$ cat src/rtl/full_subtractor_reg_pkg.sv
// Shared constants for the registered full subtractor.
package full_subtractor_reg_pkg;
  localparam int   FSR_MAX_WIDTH = 64;
  localparam logic FSR_RST_VAL   = 1'b0;
endpackage

$ cat src/rtl/full_subtractor_bit.sv
// 1-bit full subtractor cell: diff = a ^ b ^ bin, borrow-out per bit.
// Purely combinational, zero latency, no backpressure.
module full_subtractor_bit (
  input  logic a,
  input  logic b,
  input  logic bin,
  output logic diff,
  output logic bout
);
  assign diff = a ^ b ^ bin;
  assign bout = (~a & b) | (~(a ^ b) & bin);
endmodule

$ cat src/rtl/full_subtractor_reg.sv
// Registered WIDTH-bit ripple-borrow subtractor: {bout,diff} = a - b - bin.
// Latency 1 cycle; no backpressure, one result per valid input.
module full_subtractor_reg
  import full_subtractor_reg_pkg::*;
#(
  parameter int WIDTH = 1
) (
  input  logic             clk,
  input  logic             rst_n,
  input  logic             in_valid,
  input  logic [WIDTH-1:0] a,
  input  logic [WIDTH-1:0] b,
  input  logic             bin,
  output logic             out_valid,
  output logic [WIDTH-1:0] diff,
  output logic             bout
);
  logic [WIDTH:0]   brw;
  logic [WIDTH-1:0] diff_c;

  assign brw[0] = bin;

  for (genvar i = 0; i < WIDTH; i++) begin : g_chain
    full_subtractor_bit u_bit (
      .a    (a[i]),
      .b    (b[i]),
      .bin  (brw[i]),
      .diff (diff_c[i]),
      .bout (brw[i+1])
    );
  end

  // Result registers load only on valid, so idle-cycle input garbage never reaches them.
  always_ff @(posedge clk or negedge rst_n) begin
    if (!rst_n) begin
      out_valid <= 1'b0;
      diff      <= {WIDTH{FSR_RST_VAL}};
      bout      <= FSR_RST_VAL;
    end else begin
      out_valid <= in_valid;
      if (in_valid) begin
        diff <= diff_c;
        bout <= brw[WIDTH];
      end
    end
  end
endmodule

$ cat config.mk
export PLATFORM = sky130hd
export DESIGN_NAME = full_subtractor_reg
export DESIGN_NICKNAME = d
export VERILOG_FILES = /design/src/rtl/full_subtractor_reg_pkg.sv /design/src/rtl/full_subtractor_bit.sv /design/src/rtl/full_subtractor_reg.sv
export SDC_FILE = /design/constraint.sdc
export NUM_CORES = 1
export LEC_CHECK = 0
export BUFFER_PORTS_ARGS = -buffer_cell sky130_fd_sc_hd__buf_2
export CAP_MARGIN = 20
export CORE_AREA = 8 8 45 47
export CTS_BUF_LIST = sky130_fd_sc_hd__clkbuf_2
export DETAILED_ROUTE_END_ITERATION = 10
export DIE_AREA = 0 0 53 55
export PLACE_DENSITY = 0.3
export SLEW_MARGIN = 20
export SYNTH_ARGS = -nofsm -noshare
export SYNTH_HDL_FRONTEND = slang
export SYNTH_SLANG_ARGS = --single-unit
$ cat constraint.sdc
create_clock -name clk -period 0.9 [get_ports clk]
set_input_delay 0.045 -clock clk [delete_from_list [all_inputs] [get_ports clk]]
set_output_delay 0.045 -clock clk [all_outputs]
set_load 0.005 [all_outputs]
==> results.tsv <==
stage	metric	value	unit
final_layout	layout.nets	31	
final_layout	diodes	0	
critical_path	arrival	0.87	ns
clock_network	clock_latency	0.20	ns
yosys	yosysTopAreaCell	dfrtp_1	
pwr	p_leak	0.120	nW
clock_network	cts_tree	built	
detailed_routing	avgViaCountPerCell	2.92	
yosys	seq_area_frac_synth	59.4	%
yosys	yosys-top-cells-count	3 x dfrtp_1, 2 x inv_1	
final_layout	stdcell_count	39	
detailed_routing	ant_nets	0	
critical_path	critical_path_class	primary input to flop	
sta	fin_crit_sh	87.1	%
clock_network	clock_sinks	3	
yosys	synthArstFlopShare	100	%
critical_path	crit_path_end_kind	flop	
floorplanning	core	1380	sq um
grt	overflow	0	
yosys	synthTopCellsByArea	dfrtp_1 59%, fa_1 16%, mux2_4 12%, inv_1 5.9%, a21oi_1 4.0%	
sta	slew-limit-headroom	93.5	%
yosys	syn_nets	16	
detailed_routing	vias	114	
detailed_routing	avgRoutedWirePerCell	8.87	um
floorplanning	start_util	9.13	%
critical_path	cp.required	0.99	ns
yosys	synthFlopType	dfrtp_1	
place	io_buffers	8	
place	dp_cells	33	
sta	finalSetupViolations	0	
floorplanning	die_area	2920	sq um
yosys	yosysWarnings	0	
clock_network	clock_path_buffers	2	
sta	tns	0	ns
grt	grt_max_degree	5	
grt	grt_pass1_wl	489	um
sta	setup_ws	0.116	ns
critical_path	path_max_fanout	1	
clock_network	cts_buffers	3	
pwr	vdd_drop_max	316	uV
clock_network	cts-root-buf	clkbuf_2	
sta	tightest_slew	0.0976	ns
place	preCtsSetupSlack	-0.103	ns
final_layout	syn2layout_area_growth	79.2	%
clock_network	cts_setup_buffers	0	
detailed_routing	first_iter_violations	0	
hold_path	hp-class	primary input to flop	
critical_path	crit_path_start_kind	primary input	
floorplanning	die_y	55	um
clock_network	worst_setup_hold_path_clk_slew	0.04	ns
floorplanning	die_w	53	um
sta	max_freq	1.28	GHz
run	max-cap-violations	0	
yosys	syn_avg_cell_area	14.0	sq um
grt	grt_pass1_vias	124	
sta	finalHoldViolCount	0	
yosys	synth_edf_count	0	
final_layout	drive_gt1_share	56.5	%
floorplanning	std_cell_rows	14	
detailed_routing	drt_wl_total	346	um
sta	maxSlewViolCount	0	
place	place.gp.congestion	0.488	
yosys	ys_seq_elements	3	
detailed_routing	drtPass1Iterations	1	
detailed_routing	drc	0	
grt	grt_antenna_before_repair	0	
status	run_status	finished clean	
clock_network	cts-htree-levels	1	
yosys	synth_cell_type_count	6	
grt	gr-usage-all-layers	2.90	%
yosys	netlist.area_leader.share	59.4	%
sta	period_needed	0.784	ns
yosys	yosysMostFrequentCell	dfrtp_1	
yosys	syn-cell-area	126	sq um
floorplanning	ios	9	
pwr	pwr_density_cell	1840	nW/um^2
sta	rsz0062_at_grt	false	
sta	worst_clock_skew	0	ns
yosys	netlist_instances	9	
pwr	p_total	417	uW
registers in the layout (all words and copies together) (netlist names):
signal,flops
bout,1
diff,1
out_valid,1
where the power goes:
| group | internal [mW] | switching (mW) |
|---|---|---|
| Sequential | 0.152 | 0.00782 |
| Clock | 0.117 | 0.0723 |
| Combinational | 0.0427 | 0.0255 |
metrics by stage:
step,hold WS (ns),utilization (%),area (sq um)
after global routing,0.0600,16.4,226
after detailed placement,-0.159,13.5,186
final,0.0666,16.4,226
after floorplan,-0.251,-,126
after CTS,0.0496,16.4,226
after global placement,-0.160,13.5,186
path summary, 6_finish.rpt:
check / from / end / slack (ns) / cells past startpoint
worst max register to register: diff / diff / 0.15 / 1
max in group asynchronous: rst_n / out_valid / 0.62 / 2
worst min register to register: diff / diff / 0.51 / 1
worst max-delay path: a / diff / 0.12 / 3
min in group asynchronous: rst_n / diff / 0.18 / 2
worst min-delay path: in_valid / bout / 0.07 / 2
cell type report:
class	instances	area (sq um)
Clock buffer	4	20.0
Fill cell	164	1160
Inverter	2	7.51
Multi-Input combinational cell	4	43.8
Sequential cell	3	75.1
Tap cell	16	20.0
Timing Repair Buffer	10	60.1
timing repair:
item / 4_1_cts / 5_1_grt
hold buffers: 2 / 0
resized for setup: 0 / 0
hold endpoints to repair: 4 / 0
worst max-delay path, cell delays in order:
cell and delay (ns):
buf_2 0.11, fa_1 0.46, mux2_4 0.26
layout by cell type (no fill, tap or decap), drive strengths merged:
cell type / instances
clkbuf: 4
a21oi: 1
inv: 2
dfrtp: 3
buf: 8
nor2: 1
fa: 1
mux2: 1
dlygate4sd3: 2
kinds of logic (layout without fill, tap and decap cells):
logic type | after synthesis | after routing | synth area share (%)
AO/OA/AOI/OAI | 1 | 1 | 3.96
buffers and inverters | 2 | 16 | 5.94
AND/OR/NAND/NOR | 1 | 1 | 2.97
flip-flops | 3 | 3 | 59.4
adder cells (fa/ha/maj) | 1 | 1 | 15.8
multiplexers | 1 | 1 | 11.9
metal layers:
metal	GRT usage, %	up-vias	share of wire [%]	wire length (um)
li1	-	56	-	-
met1	2.29	49	42	147
met2	2.54	9	33	113
met3	3.48	0	25	85
met4	5.17	0	0	0
met5	0	-	0	0
No activity file was read; power rests on OpenSTA's default activity.
